==> src/rtl/reg_arb_pkg.sv <==
// rtl/reg_arb_pkg.sv - shared types and defaults for the register access arbiter
package reg_arb_pkg;

  typedef enum logic {
    IDLE   = 1'b0,
    ACCESS = 1'b1
  } arb_state_t;

  localparam int N_DEF    = 8;
  localparam int NREQ_DEF = 4;
  localparam int NREG_DEF = 4;

  // Index width that stays at least one bit so single-entry configs still elaborate.
  function automatic int idx_width(input int n);
    return (n > 1) ? $clog2(n) : 1;
  endfunction

endpackage

==> src/rtl/reg_access_arbiter_if.sv <==
// rtl/reg_access_arbiter_if.sv - requester-side bus bundle for the register access arbiter
interface reg_access_arbiter_if
  import reg_arb_pkg::*;
#(
  parameter int N    = N_DEF,
  parameter int NREQ = NREQ_DEF,
  parameter int NREG = NREG_DEF
);

  localparam int AW = idx_width(NREG);

  logic [NREQ-1:0]    req;
  logic [NREQ-1:0]    we;
  logic [NREQ*AW-1:0] addr;
  logic [NREQ*N-1:0]  wdata;
  logic [NREQ-1:0]    gnt;
  logic [NREQ-1:0]    rvalid;
  logic [N-1:0]       rdata;

  modport master (
    output req, we, addr, wdata,
    input  gnt, rvalid, rdata
  );

  modport slave (
    input  req, we, addr, wdata,
    output gnt, rvalid, rdata
  );

endinterface

==> src/rtl/reg_cell.sv <==
// rtl/reg_cell.sv - one N-bit bank register with write enable and async reset
module reg_cell #(
  parameter int N = 8
) (
  input  logic         clk,
  input  logic         rst,
  input  logic         en,
  input  logic [N-1:0] d,
  output logic [N-1:0] q
);

  always_ff @(posedge clk or posedge rst) begin
    if (rst) begin
      q <= '0;
    end else if (en) begin
      q <= d;
    end
  end

endmodule

==> src/rtl/reg_access_arbiter.sv <==
// rtl/reg_access_arbiter.sv - round-robin arbiter serialising requester accesses to a shared register bank
module reg_access_arbiter
  import reg_arb_pkg::*;
#(
  parameter int N    = N_DEF,
  parameter int NREQ = NREQ_DEF,
  parameter int NREG = NREG_DEF
) (
  input logic                 clk,
  input logic                 rst,
  reg_access_arbiter_if.slave bus
);

  localparam int AW = idx_width(NREG);
  localparam int PW = idx_width(NREQ);
  localparam logic [NREQ-1:0] ONE = NREQ'(1);

  arb_state_t      state;
  logic [PW-1:0]   ptr_q;
  logic [PW-1:0]   w_q;
  logic            we_q;
  logic [AW-1:0]   addr_q;
  logic [N-1:0]    wdata_q;
  logic [NREQ-1:0] gnt_q;
  logic [NREQ-1:0] rvalid_q;
  logic [N-1:0]    rdata_q;

  logic            found;
  logic [PW-1:0]   win;
  logic [PW-1:0]   idx_v;
  logic [N-1:0]    rd_mux;
  logic [N-1:0]    bank_q [NREG];

  // First requesting index at or after ptr, wrapping; feeds registers only.
  always_comb begin
    found = 1'b0;
    win   = '0;
    idx_v = '0;
    for (int k = 0; k < NREQ; k++) begin
      idx_v = PW'((int'(ptr_q) + k) % NREQ);
      if (!found && bus.req[idx_v]) begin
        found = 1'b1;
        win   = idx_v;
      end
    end
  end

  always_comb begin
    rd_mux = '0;
    for (int g = 0; g < NREG; g++) begin
      if (addr_q == AW'(g)) begin
        rd_mux = bank_q[g];
      end
    end
  end

  for (genvar g = 0; g < NREG; g++) begin : g_bank
    reg_cell #(.N(N)) u_cell (
      .clk (clk),
      .rst (rst),
      .en  ((state == ACCESS) && we_q && (addr_q == AW'(g))),
      .d   (wdata_q),
      .q   (bank_q[g])
    );
  end

  always_ff @(posedge clk or posedge rst) begin
    if (rst) begin
      state    <= IDLE;
      ptr_q    <= '0;
      w_q      <= '0;
      we_q     <= 1'b0;
      addr_q   <= '0;
      wdata_q  <= '0;
      gnt_q    <= '0;
      rvalid_q <= '0;
      rdata_q  <= '0;
    end else begin
      case (state)
        IDLE: begin
          rvalid_q <= '0;
          gnt_q    <= '0;
          if (found) begin
            w_q     <= win;
            we_q    <= bus.we[win];
            addr_q  <= bus.addr[win*AW +: AW];
            wdata_q <= bus.wdata[win*N +: N];
            gnt_q   <= ONE << win;
            state   <= ACCESS;
          end
        end
        ACCESS: begin
          gnt_q <= '0;
          if (!we_q) begin
            rdata_q  <= rd_mux;
            rvalid_q <= ONE << w_q;
          end
          ptr_q <= (w_q == PW'(NREQ - 1)) ? '0 : w_q + 1'b1;
          state <= IDLE;
        end
        default: state <= IDLE;
      endcase
    end
  end

  assign bus.gnt    = gnt_q;
  assign bus.rvalid = rvalid_q;
  assign bus.rdata  = rdata_q;

endmodule

==> src/flat_wrapper.sv <==
// flat-port wrapper written by rule: the top's interface ports become plain ports
module reg_access_arbiter_flat import reg_arb_pkg::*;
#(
  parameter int N    = N_DEF,
  parameter int NREQ = NREQ_DEF,
  parameter int NREG = NREG_DEF
)
  (clk, rst, bus_req, bus_we, bus_addr, bus_wdata, bus_gnt, bus_rvalid, bus_rdata);
  reg_access_arbiter_if #(.N(N), .NREQ(NREQ), .NREG(NREG)) bus_i ();
  input logic clk;
  input logic rst;
  input wire logic [$bits(bus_i.req)-1:0] bus_req;
  input wire logic [$bits(bus_i.we)-1:0] bus_we;
  input wire logic [$bits(bus_i.addr)-1:0] bus_addr;
  input wire logic [$bits(bus_i.wdata)-1:0] bus_wdata;
  output wire logic [$bits(bus_i.gnt)-1:0] bus_gnt;
  output wire logic [$bits(bus_i.rvalid)-1:0] bus_rvalid;
  output wire logic [$bits(bus_i.rdata)-1:0] bus_rdata;
  assign bus_i.req = bus_req;
  assign bus_i.we = bus_we;
  assign bus_i.addr = bus_addr;
  assign bus_i.wdata = bus_wdata;
  assign bus_gnt = bus_i.gnt;
  assign bus_rvalid = bus_i.rvalid;
  assign bus_rdata = bus_i.rdata;
  reg_access_arbiter #(.N(N), .NREQ(NREQ), .NREG(NREG)) u_core (.clk(clk), .rst(rst), .bus(bus_i));
endmodule
==> config.mk <==
export PLATFORM = sky130hd
export DESIGN_NAME = reg_access_arbiter_flat
export DESIGN_NICKNAME = d
export VERILOG_FILES = /design/src/rtl/reg_arb_pkg.sv /design/src/rtl/reg_access_arbiter_if.sv /design/src/rtl/reg_cell.sv /design/src/rtl/reg_access_arbiter.sv /design/src/flat_wrapper.sv
export SDC_FILE = /design/constraint.sdc
export NUM_CORES = 1
export LEC_CHECK = 0
export ABC_CLOCK_PERIOD_IN_PS = 4200
export CAP_MARGIN = 25
export CORE_ASPECT_RATIO = 0.75
export CORE_MARGIN = 3
export CORE_UTILIZATION = 55
export CTS_CLUSTER_DIAMETER = 40
export DETAILED_ROUTE_END_ITERATION = 7
export PLACE_DENSITY_LB_ADDON = 0.1
export SYNTH_ARGS = -nofsm -noshare
export SYNTH_HDL_FRONTEND = slang
export SYNTH_HIERARCHICAL = 1
export SYNTH_SLANG_ARGS = --single-unit
==> constraint.sdc <==
create_clock -name clk -period 4.2 [get_ports clk]
set_clock_uncertainty 0.2 [all_clocks]
set_input_delay 0.84 -clock clk [delete_from_list [all_inputs] [get_ports clk]]
set_output_delay 0.84 -clock clk [all_outputs]
set_load 0.1 [all_outputs]
Word level (Yosys, flattened, before mapping). Index checks and enable logic that the tools add are counted.

Bits in registers: 64. Bits in latches: 0. Bits in writable memories: 0. Memory bits (read-only): 0. Bits of input ports: 50. Output and inout port bits: 16. Word-level logic and storage cells: 76. Memories kept: 0.

$add $sub $neg: 4. $mul: 0. Div/mod/pow operators: 0. Order comparisons: 5. Equal/unequal tests: 5. Shifts and indexed selects: 4. Muxes and demuxes: 29. Bitwise gates (word level): 2. Reduce and logical (&&, ||, !) cells: 14.

Operators by type and width (count): $mux W8 (4); $shiftx A32 B6 Y8 (1); $pmux W4 S2 (2); $lt A2 B3 Y1 const B (5); $bmux W1 S2 (5); $mux W1 (10); $mux W2 (5); $logic_and A1 B1 Y1 (8); $mux W4 (2); $shiftx A8 B4 Y2 (1); $shl A1 B2 Y4 const A (2); $eq A2 B2 Y1 const B (3); $add A2 B1 Y2 const B (2); $add A2 B2 Y2 const B (2); $reduce_and A2 Y1 (2); $logic_not A1 Y1 (3); $eq A2 B1 Y1 const B (1); $logic_not A2 Y1 (1); $ne A2 B2 Y1 const B (1); $not A1 Y1 (2); $pmux W1 S2 (1).

Depth between registers and ports, before layout. Gate-level depths: netlist (run 1).

Depth in word-level cells: 15. Mapped depth: 7. Mapped depth without buffers: 5.

Modules after synthesis. Netlist (run 1), hierarchy kept.

Modules (own cells, without submodules): reg_access_arbiter (instances 1, cells an instance 154, area each 1834.3 sq um, seq. area each 800.8 sq um); reg_cell (instances 4, cells an instance 18, area each 335.3 sq um, seq. area each 200.2 sq um).

Worst setup path before layout (run 1). Ideal clock, no wire load.

Path kind: input to register. From: input port bus_req[2]. To: register u_core.wdata_q[5]. Library setup time: 142 ps. Arrival: 1917 ps. Required time: 3858 ps. Setup slack: 1940 ps. Stages on the path: 7. Buffers on the path: 2. Path through: nor2b_4 a21o_1 a211o_1 buf_6 buf_12 mux2i_1 o221ai_1.

Cells in the longest elaborated chain, start to end: 13. Elaborated cells on any way between the ends: 24. Those cells by class: 1 x shift; 16 x mux; 7 x reduce/logical.

Ends and longest elaborated chain: start: declaration (line flat_wrapper.sv:12) `input wire logic [$bits(bus_i.req)-1:0] bus_req;`; $bmux W1 S2 (line reg_access_arbiter.sv:41) `if (!found && bus.req[idx_v]) begin`; $mux W1 (implied by the code) (line reg_access_arbiter.sv:41); $mux W1 (line reg_access_arbiter.sv:41); $logic_not A1 Y1 (line reg_access_arbiter.sv:41); $logic_and A1 B1 Y1 (line reg_access_arbiter.sv:41); $mux W1 (line reg_access_arbiter.sv:41); $logic_not A1 Y1 (line reg_access_arbiter.sv:41); $logic_and A1 B1 Y1 (line reg_access_arbiter.sv:41); $mux W1 (line reg_access_arbiter.sv:41); $logic_not A1 Y1 (line reg_access_arbiter.sv:41); $logic_and A1 B1 Y1 (line reg_access_arbiter.sv:41); $mux W2 / $mux W1 (equally long branches) (line reg_access_arbiter.sv:41); $shiftx A32 B6 Y8 / $reduce_and A2 Y1 (equally long branches); end signal: assignment (line reg_access_arbiter.sv:87) `wdata_q <= bus.wdata[win*N +: N];`; end: declaration (line reg_access_arbiter.sv:23) `logic [N-1:0] wdata_q;`.

Several ways; a longest one is shown, not always the timed one. The select of a mux whose other input is x is not followed. A chain may end at the register's enable or synchronous reset.

Final worst setup path (run 1).
From: register u_core.rvalid_q[3] (netlist: u_core/bus.rvalid[3]). To: output port bus_rvalid[3].

RTL lines: start: declaration (line reg_access_arbiter.sv:25) `logic [NREQ-1:0] rvalid_q;`; start signal: assignment (line reg_access_arbiter.sv:96) `rvalid_q <= ONE << w_q;`; end: declaration (line flat_wrapper.sv:17) `output wire logic [$bits(bus_i.rvalid)-1:0] bus_rvalid;`.

No word-level cell between the ends.

==> impl_metrics.env, run 1 <==
export IMPL_status="complete, no violations"
export IMPL_path_max_fanout=2
export IMPL_ir_drop_v=0.0003014
export IMPL_worst_path_buf_inv=1
export IMPL_slowest_stage="clkdlybuf4s50_1"
export IMPL_grt_total_usage_pct=21.40
export IMPL_clockBufferDepth=2
export IMPL_wire_per_inst_um=16.98
export IMPL_synth_net_count=280
export IMPL_dr_pass1_iters=4
export IMPL_seq_area_um2=1602
export IMPL_grt_overflow=0
export IMPL_antenna_found_initial=0
export IMPL_slew_headroom_pct=30.91
export IMPL_slew_viol_final=0
export IMPL_core_um2=5468
export IMPL_cellLeakagePower_uw=0.001848
export IMPL_clk_pin_slew_ps=60
export IMPL_maxCapViolCount=0
export IMPL_syn_to_final_growth_pct=26.52
export IMPL_r2r_end="u_core/g_bank[1].u_cell/q[6]"
export IMPL_crit_family="buffers and inverters"
export IMPL_min_period_ps=2873
export IMPL_initial_utilization_pct=58.08
export IMPL_required_ps=3160
export IMPL_crit_type="flip-flop to output port"
export IMPL_critPathMaxStageDelay_ps=1140
export IMPL_ant_nets=0
export IMPL_io_pins=66
export IMPL_cts_resized=0
export IMPL_drc=0
export IMPL_reg2reg_depth=3
export IMPL_grt_pass1_vias=2112
export IMPL_yosysUniqueCellTypes=29
export IMPL_reg2reg_from="u_core/addr_q[0]"
export IMPL_multi_input_area_um2=1413
export IMPL_antenna_cells=0
export IMPL_critPathLaunchType="flip-flop"
export IMPL_timing_reg2reg_setup_slack_ps=1800
export IMPL_crit_cells=1
export IMPL_h_tree_depth=3
export IMPL_worstMarginPinSlew_ps=1033
export IMPL_rows=23
export IMPL_crit_end="bus_rvalid[3]"
export IMPL_cts_root_buf="clkbuf_8"
export IMPL_rsz0062_at_grt="false"
export IMPL_cts_buffers=9
export IMPL_seq_area_frac_synth_pct=50.43
export IMPL_clock_sinks=64
export IMPL_first_iter_violations=113
export IMPL_routabilityCongestion=0.7971
export IMPL_final_min_period_over_clock_period_pct=68.40
export IMPL_viasPerCell=5.389
export IMPL_grt_pass1_wl_um=10640
export IMPL_postCtsSetupRepairBufs=0
export IMPL_synth_area_um2=3176
export IMPL_path_cells="clkdlybuf4s50_1"
export IMPL_dieArea_um2=6731
export IMPL_avgSynthCellArea_um2=14.05
export IMPL_setup_violations=0
export IMPL_finalHoldViolations=0
export IMPL_die_w_um=93.74
export IMPL_synthCells=226
export IMPL_ys_ff_latch=64
export IMPL_hold_path_class="flip-flop to flip-flop"
export IMPL_tritoncts="built"
export IMPL_drt_wl_total_um=6284
export IMPL_grt_start_max_net_pins=28
export IMPL_p_sw_share_pct=40.06
export IMPL_cts_hold_buffers_added=0
export IMPL_p_sw_uw=1233
export IMPL_layout_drive_gt1_share_pct=22.71
export IMPL_ys_warn_count=6
export IMPL_cp_startpoint="u_core/bus.rvalid[3]"
export IMPL_seqPwrFrac_pct=37.6
export IMPL_dp_hpwl_um=4697
export IMPL_die_y_um=71.81
export IMPL_fin_nets=345
export IMPL_placement_io_buffers=65
export IMPL_power_density_nw_per_um2=766.1
export IMPL_fillers=374
export IMPL_clkLatencyLatePin_ps=340
export IMPL_pwr_share_comb_pct=46.0
export IMPL_whs_ps=310.0
export IMPL_crit_arrival_ps=1830
export IMPL_internal_power_uw=1845
export IMPL_p_clk_share_pct=16.4
export IMPL_fmax_ghz=0.3481
export IMPL_endpoint_kind="output port"
export IMPL_num_vias=1994
export IMPL_tns_ps=0
cells in the mapped netlist:
cell type	n	share of area, %
o221ai_1	11	3.0
a21oi_1	3	0.47
mux4_2	8	5.7
nor2b_4	1	0.43
nand3_1	1	0.16
dfrtp_1	64	50
buf_1	1	0.12
buf_2	2	0.32
o22ai_1	1	0.20
and3_1	2	0.39
nand2b_1	2	0.39
nor3_1	4	0.63
o21ai_0	1	0.16
mux2_4	32	15
nand2_1	16	1.9
a211o_1	1	0.28
ha_1	4	1.6
clkbuf_1	5	0.59
nor2_1	4	0.47
a21o_1	2	0.47
buf_12	1	0.63
o32ai_1	1	0.28
mux2i_1	26	8.2
mux2_2	9	3.2
buf_6	6	2.1
nor2b_1	5	0.99
o32a_1	1	0.32
inv_1	11	1.3
o21ai_1	1	0.16
power by group through the flow:
stage / clock network (uW) / logic, uW / registers, uW
final: 504 / 1420 / 1160
after global routing: 542 / 1500 / 1200
after CTS: 513 / 1420 / 1160
after detailed placement: 0 / 1430 / 1160
after global placement: 0 / 1400 / 1150
after floorplan: 0 / 840 / 1440
area by class of cell:
| class | instances | share of cell area (%) |
|---|---|---|
| sequential | 64 | 39.86 |
| tap | 75 | 2.336 |
| clock buffer | 12 | 3.613 |
| timing repair buffer | 69 | 16.94 |
| multi-input combinational | 136 | 35.16 |
| clock inverter | 3 | 1.059 |
| inverter | 11 | 1.028 |
worst register-to-register path, stage by stage (launching register included):
cell	delay, ps
dfrtp_1	740
nand3_1	180
nor2_1	810
mux2_4	360
cells in the final DEF, fill, tap and decap left out, drive strengths merged:
| cell | netlist | routed |
|---|---|---|
| a21oi | 3 | 3 |
| dfrtp | 64 | 64 |
| clkbuf | 5 | 12 |
| mux2i | 26 | 26 |
| clkdlybuf4s50 | 0 | 65 |
| clkinv | 0 | 1 |
| a21o | 2 | 2 |
| nor2 | 4 | 4 |
| nor3 | 4 | 4 |
| clkinvlp | 0 | 1 |
| o21ai | 2 | 2 |
| mux2 | 41 | 41 |
| bufinv | 0 | 1 |
| nand2b | 2 | 2 |
| nand2 | 16 | 16 |
| nor2b | 6 | 6 |
| inv | 11 | 11 |
| nand3 | 1 | 1 |
| a211o | 1 | 1 |
| and3 | 2 | 2 |
| ha | 4 | 4 |
| mux4 | 8 | 8 |
| buf | 10 | 4 |
| o32a | 1 | 1 |
| o221ai | 11 | 11 |
| o22ai | 1 | 1 |
| o32ai | 1 | 1 |
how the worst min path moves through the flow:
stage | startpoint | end | slack [ps] | cells after the start
after global routing | u_core/g_bank[3].u_cell/q[0] | u_core/g_bank[3].u_cell/q[0] | 320 | 1
after global placement | u_core/bus.rdata[5] | u_core/bus.rdata[5] | 290 | 1
after detailed placement | u_core/g_bank[0].u_cell/q[4] | u_core/g_bank[0].u_cell/q[4] | 290 | 1
final | u_core/bus.rdata[0] | u_core/bus.rdata[0] | 310 | 1
after floorplan | u_core/g_bank[2].u_cell/q[0] | u_core/g_bank[2].u_cell/q[0] | 280 | 1
after CTS | u_core/bus.rdata[0] | u_core/bus.rdata[0] | 310 | 1
sequential cells by signal, indices dropped and copies added, names as in the netlist:
signal,flops
u_core/addr_q,2
u_core/g_bank.u_cell/q,32
u_core/bus.gnt,4
u_core/state,1
u_core/bus.rvalid,4
u_core/we_q,1
u_core/ptr_q,2
u_core/w_q,2
u_core/bus.rdata,8
u_core/wdata_q,8
per-layer routing:
layer / track usage (%) / routed length [um]
met1: 30.65 / 3117
met4: 8.173 / 122
met3: 6.821 / 326
met2: 30.68 / 2717
met5: 0 / 0
cell families after synthesis:
kind of cell	count (synthesis)	synth area share [%]
and+or+nand+nor	35	5.358
muxes	75	32.19
buffers and inverters	26	5.083
AOI/OAI and AO/OA	22	5.358
adders and majority gates	4	1.576
DFF	64	50.43
per-stage QoR:
stage | utilization [%] | total power, uW | std cells | instance area, um2 | setup slack [ps]
2_1_floorplan | - | 2279 | 226 | 3176 | 1940
3_3_place_gp | 70.05 | 2554 | 355 | 3830 | 1319
3_5_place_dp | 70.05 | 2585 | 355 | 3830 | 1274
4_1_cts | 73.48 | 3096 | 370 | 4018 | 1308
5_1_grt | 73.48 | 3245 | 370 | 4018 | 1256
6_report | 73.48 | 3078 | 370 | 4018 | 1327
Power figures use the tool's default switching activity.
==> inputs of run 2 (changes only) <==
Settings changed: ABC_CLOCK_PERIOD_IN_PS 4200 to 2900, CORE_UTILIZATION 55 to 51.
Clock period 4.2 ns to 2.9 ns, I/O delays scaled along.
==> run 2 against run 1 <==
Compared with the run above: sequential share of layout area hardly changed; critical path depth grew 5; first-iteration DRC count is 1.8% lower; register-to-register slack worse by 1000 ps; largest cell class unchanged; combinational power is 44% higher.
==> impl_metrics.env, run 2 (same netlist as run 1, synthesis figures left out) <==
export IMPL_reg2reg_from="u_core/ptr_q[1]"
export IMPL_cts_hold_buffers_added=0
export IMPL_fin_cells=377
export IMPL_ir_drop_v=0.0004624
export IMPL_fin_util_pct=68.00
export IMPL_slew_viol_final=0
export IMPL_syn_to_final_growth_pct=26.67
export IMPL_tritoncts="built"
export IMPL_grt_start_max_net_pins=27
export IMPL_tns_ps=0
export IMPL_clockBufferDepth=2
export IMPL_cts_resized=0
export IMPL_h_tree_depth=3
export IMPL_worstMarginPinSlew_ps=791.5
export IMPL_finalHoldViolations=0
export IMPL_clk_pin_slew_ps=70
export IMPL_setup_violations=0
export IMPL_layout_commonest_cell="dfrtp_1"
export IMPL_place_area_um2=3816
export IMPL_grt_total_usage_pct=22.15
export IMPL_p_sw_share_pct=40.96
export IMPL_rows=24
export IMPL_largest_reg_flops=32
export IMPL_seqPwrFrac_pct=37.2
export IMPL_placedCellCount=361
export IMPL_internal_power_uw=2678
export IMPL_path_max_fanout=11
export IMPL_crit_type="input pin to flip-flop"
export IMPL_crit_arrival_ps=2500
export IMPL_routabilityCongestion=0.7851
export IMPL_min_from="u_core/bus.rdata[0]"
export IMPL_cellLeakagePower_uw=0.001898
export IMPL_min_period_ps=2454
export IMPL_die_y_um=74.34
export IMPL_p_sw_uw=1858
export IMPL_p_clk_share_pct=17.5
export IMPL_critPathLaunchType="input pin"
export IMPL_drc=0
export IMPL_pwr_share_comb_pct=45.3
export IMPL_antenna_found_initial=0
export IMPL_required_ps=2940
export IMPL_cts_root_buf="clkbuf_8"
export IMPL_ant_nets=0
export IMPL_fin_nets=348
export IMPL_drt_wl_total_um=7517
export IMPL_wire_per_inst_um=19.94
export IMPL_power_uw=4536
export IMPL_die_w_um=97.12
export IMPL_final_cell_mix="dfrtp_1, clkdlybuf4s50_1, mux2_4"
export IMPL_layout_drive_gt1_share_pct=29.77
export IMPL_dieArea_um2=7219
export IMPL_top_register="u_core/g_bank.u_cell/q"
export IMPL_initial_utilization_pct=53.68
export IMPL_dp_hpwl_um=5538
export IMPL_io_pins=66
export IMPL_clock_sinks=64
export IMPL_rsz0062_at_grt="false"
export IMPL_fillers=438
export IMPL_multi_input_area_um2=1413
export IMPL_stdcell_area_um2=4023
export IMPL_grt_overflow=0
export IMPL_clkLatencyLatePin_ps=340
export IMPL_dr_pass1_iters=4
export IMPL_cp_startpoint="bus_req[1]"
export IMPL_status="complete, no violations"
export IMPL_cts_buffers=9
export IMPL_endpoint_kind="flip-flop"
export IMPL_seq_area_um2=1602
export IMPL_grt_pass1_vias=2172
export IMPL_power_density_nw_per_um2=1128
export IMPL_slew_headroom_pct=47.12
export IMPL_core_um2=5916
export IMPL_hold_path_class="flip-flop to flip-flop"
export IMPL_placement_io_buffers=65
export IMPL_maxCapViolCount=0
export IMPL_final_min_period_over_clock_period_pct=84.62
export IMPL_num_vias=2086
export IMPL_viasPerCell=5.533
export IMPL_grt_pass1_wl_um=11900
export IMPL_first_iter_violations=111
export IMPL_postCtsSetupRepairBufs=0
export IMPL_antenna_cells=0
export IMPL_fmax_ghz=0.4075
[run 2: metal layers]
metal,up-vias,share of wire (%),global-route usage (%)
li1,952,-,-
met1,1070,47,29.82
met2,55,47,36.24
met3,9,4.7,5.904
met4,0,1.2,6.231
met5,-,0,0
[run 2: worst paths after layout]
| check | end | slack, ps | cells past startpoint |
|---|---|---|---|
| max | u_core/addr_q[0] | 450 | 6 |
| min | u_core/bus.rdata[0] | 310 | 1 |
| max reg2reg | u_core/addr_q[0] | 790 | 4 |
| min reg2reg | u_core/bus.rdata[0] | 310 | 1 |
| max in group asynchronous | u_core/bus.gnt[0] | 1290 | 3 |
| min in group asynchronous | u_core/g_bank[2].u_cell/q[4] | 420 | 2 |
[run 2: power by group through the flow]
stage	Combinational (uW)	Sequential (uW)	Clock [uW]
floorplan	1220	2080	0
global placement	2010	1680	0
detailed placement	2060	1700	0
CTS	2060	1690	809
global route	2160	1750	855
finish	2050	1690	794
[run 2: area by class of cell]
type | instances | area share (%)
flip-flops and latches | 64 | 39.81
multi-input cells | 136 | 35.12
repair buffers | 72 | 16.49
clock buffers | 11 | 3.764
well taps | 78 | 2.426
clock inverters | 5 | 1.369
inverters | 11 | 1.026
[run 2: per-stage QoR]
step	setup slack [ps]	hold slack [ps]
2_1_floorplan	900.1	195.7
3_3_place_gp	238.4	290.2
3_5_place_dp	155.2	293.3
4_1_cts	520.8	314.4
5_1_grt	345.1	328.9
6_report	446.1	310.0
[run 2: worst max-delay path, cell delays in order]
cell	delay, ps
clkdlybuf4s50_1	480
nand2b_1	130
a21oi_1	70
o32ai_1	510
nand2_1	410
o221ai_1	310
==> inputs of run 3 (changes only) <==
Settings changed: ABC_CLOCK_PERIOD_IN_PS 2900 to 2100, CORE_UTILIZATION 51 to 46.
Clock period 2.9 ns to 2.1 ns, I/O delays scaled along.
==> run 3 against run 2 <==
Compared with the run above: worst hold slack got worse by 70 ps; routed wire length up 1.3%; cell count grew 5.3%; critical path depth increased by 1; clock power is 52% higher; largest power group unchanged.
==> impl_metrics.env, run 3 (same netlist as run 1, synthesis figures left out) <==
export IMPL_grt_pass1_vias=2290
export IMPL_route_met2_wl_um=3726
export IMPL_path_max_fanout=7
export IMPL_clock_sinks=64
export IMPL_endpoint_kind="flip-flop"
export IMPL_drt_wl_total_um=7616
export IMPL_power_density_nw_per_um2=1567
export IMPL_fmax_ghz=0.4917
export IMPL_fin_nets=365
export IMPL_antenna_found_initial=0
export IMPL_routabilityCongestion=0.8397
export IMPL_top_register="u_core/g_bank.u_cell/q"
export IMPL_cp_startpoint="bus_req[2]"
export IMPL_stdcell_area_um2=4461
export IMPL_min_period_ps=2034
export IMPL_wire_per_inst_um=19.18
export IMPL_initial_utilization_pct=48.81
export IMPL_dieArea_um2=7947
export IMPL_hold_path_class="input pin to async pin"
export IMPL_fin_ws_ps=66.06
export IMPL_drc=0
export IMPL_grt_overflow=0
export IMPL_grt_start_max_net_pins=28
export IMPL_viasPerCell=5.332
export IMPL_place_area_um2=4158
export IMPL_clkLatencyLatePin_ps=320
export IMPL_crit_arrival_ps=2030
export IMPL_reg2reg_from="u_core/ptr_q[0]"
export IMPL_io_pins=66
export IMPL_largest_reg_flops=32
export IMPL_dp_slack_ps=-264.0
export IMPL_cts_buffers=9
export IMPL_slew_viol_final=0
export IMPL_worstMarginPinSlew_ps=422.8
export IMPL_ir_drop_v=0.0005756
export IMPL_die_w_um=101.9
export IMPL_clockBufferDepth=2
export IMPL_grt_total_usage_pct=19.83
export IMPL_grt_pass1_wl_um=11850
export IMPL_syn_to_final_growth_pct=40.46
export IMPL_drt_met1_wl_um=3440
export IMPL_clk_pin_slew_ps=70
export IMPL_num_vias=2117
export IMPL_placement_io_buffers=65
export IMPL_dr_pass1_iters=4
export IMPL_first_iter_violations=99
export IMPL_rows=25
export IMPL_fillers=490
export IMPL_timing_reg2reg_setup_slack_ps=240
export IMPL_cellLeakagePower_uw=0.002076
export IMPL_fin_util_pct=68.56
export IMPL_tns_ps=0
export IMPL_setup_violations=0
export IMPL_cts_root_buf="clkbuf_8"
export IMPL_routed_wl_met3_um=375
export IMPL_crit_type="input pin to flip-flop"
export IMPL_tritoncts="built"
export IMPL_r2r_end="u_core/addr_q[0]"
export IMPL_final_min_period_over_clock_period_pct=96.85
export IMPL_core_um2=6506
export IMPL_dp_hpwl_um=5525
export IMPL_final_cell_mix="dfrtp_1, clkdlybuf4s50_1, mux2_4"
export IMPL_slew_headroom_pct=71.81
export IMPL_status="complete, no violations"
export IMPL_finalHoldViolations=0
export IMPL_antenna_cells=0
export IMPL_multi_input_area_um2=1433
export IMPL_critPathLaunchType="input pin"
export IMPL_crit_end="u_core/addr_q[0]"
export IMPL_layout_commonest_cell="dfrtp_1"
export IMPL_required_ps=2090
export IMPL_ant_nets=0
export IMPL_reg2reg_depth=6
export IMPL_seq_area_um2=1602
export IMPL_h_tree_depth=3
export IMPL_layout_drive_gt1_share_pct=33.86
export IMPL_die_y_um=77.96
export IMPL_routed_top_layer="met4"
export IMPL_maxCapViolCount=0
[run 3: how the worst min path moves through the flow]
stage          cells past startpoint                      endpoint  slack, ps                    startpoint
6_report                           2           u_core/bus.rdata[5]        240                           rst
2_1_floorplan                      1  u_core/g_bank[0].u_cell/q[0]         40                           rst
3_5_place_dp                       1  u_core/g_bank[0].u_cell/q[4]        290  u_core/g_bank[0].u_cell/q[4]
4_1_cts                            2           u_core/bus.rdata[7]        230                           rst
3_3_place_gp                       1  u_core/g_bank[2].u_cell/q[0]        290  u_core/g_bank[2].u_cell/q[0]
5_1_grt                            2           u_core/bus.rdata[7]        270                           rst
[run 3: timing repair]
| action | CTS | global route |
|---|---|---|
| buffers inserted | 0 | 0 |
| hold buffers | 0 | 0 |
| setup endpoints to repair | 0 | 10 |
| gates resized for setup | 0 | 4 |
[run 3: power by group]
part           total, uW  internal (uW)  switching [uW]
Combinational       3460           1810            1650
Clock               1210            768             441
Sequential          2320           1780             541
Total               6990           4360            2640
[run 3: area by class of cell]
cell class	instances	area share (%)
clock buffers	14	3.871
clock inverters	2	1.346
inverters	11	0.9257
multi-input cells	136	32.12
flip-flops and latches	64	35.90
well taps	81	2.272
repair buffers	89	23.56
[run 3: layer usage]
metal | vias up | global-route usage [%]
met4 | 0 | 6.291
met5 | - | 0
met3 | 6 | 4.942
met2 | 67 | 31.33
met1 | 1060 | 26.91
li1 | 984 | -
[run 3: per-stage QoR]
stage	hold WS, ps	total power, uW	std cells
finish	239.9	6991	397
global route	266.1	7337	397
CTS	231.8	6907	395
detailed placement	289.2	5672	379
global placement	290.6	5599	379
floorplan	35.66	4558	226
[run 3: worst max-delay path: stages]
cell and delay (ps):
clkdlybuf4s50_1 420, nor2b_4 130, a21o_1 170, a211o_4 380, buf_12 160, mux2i_1 190
o221ai_1 140
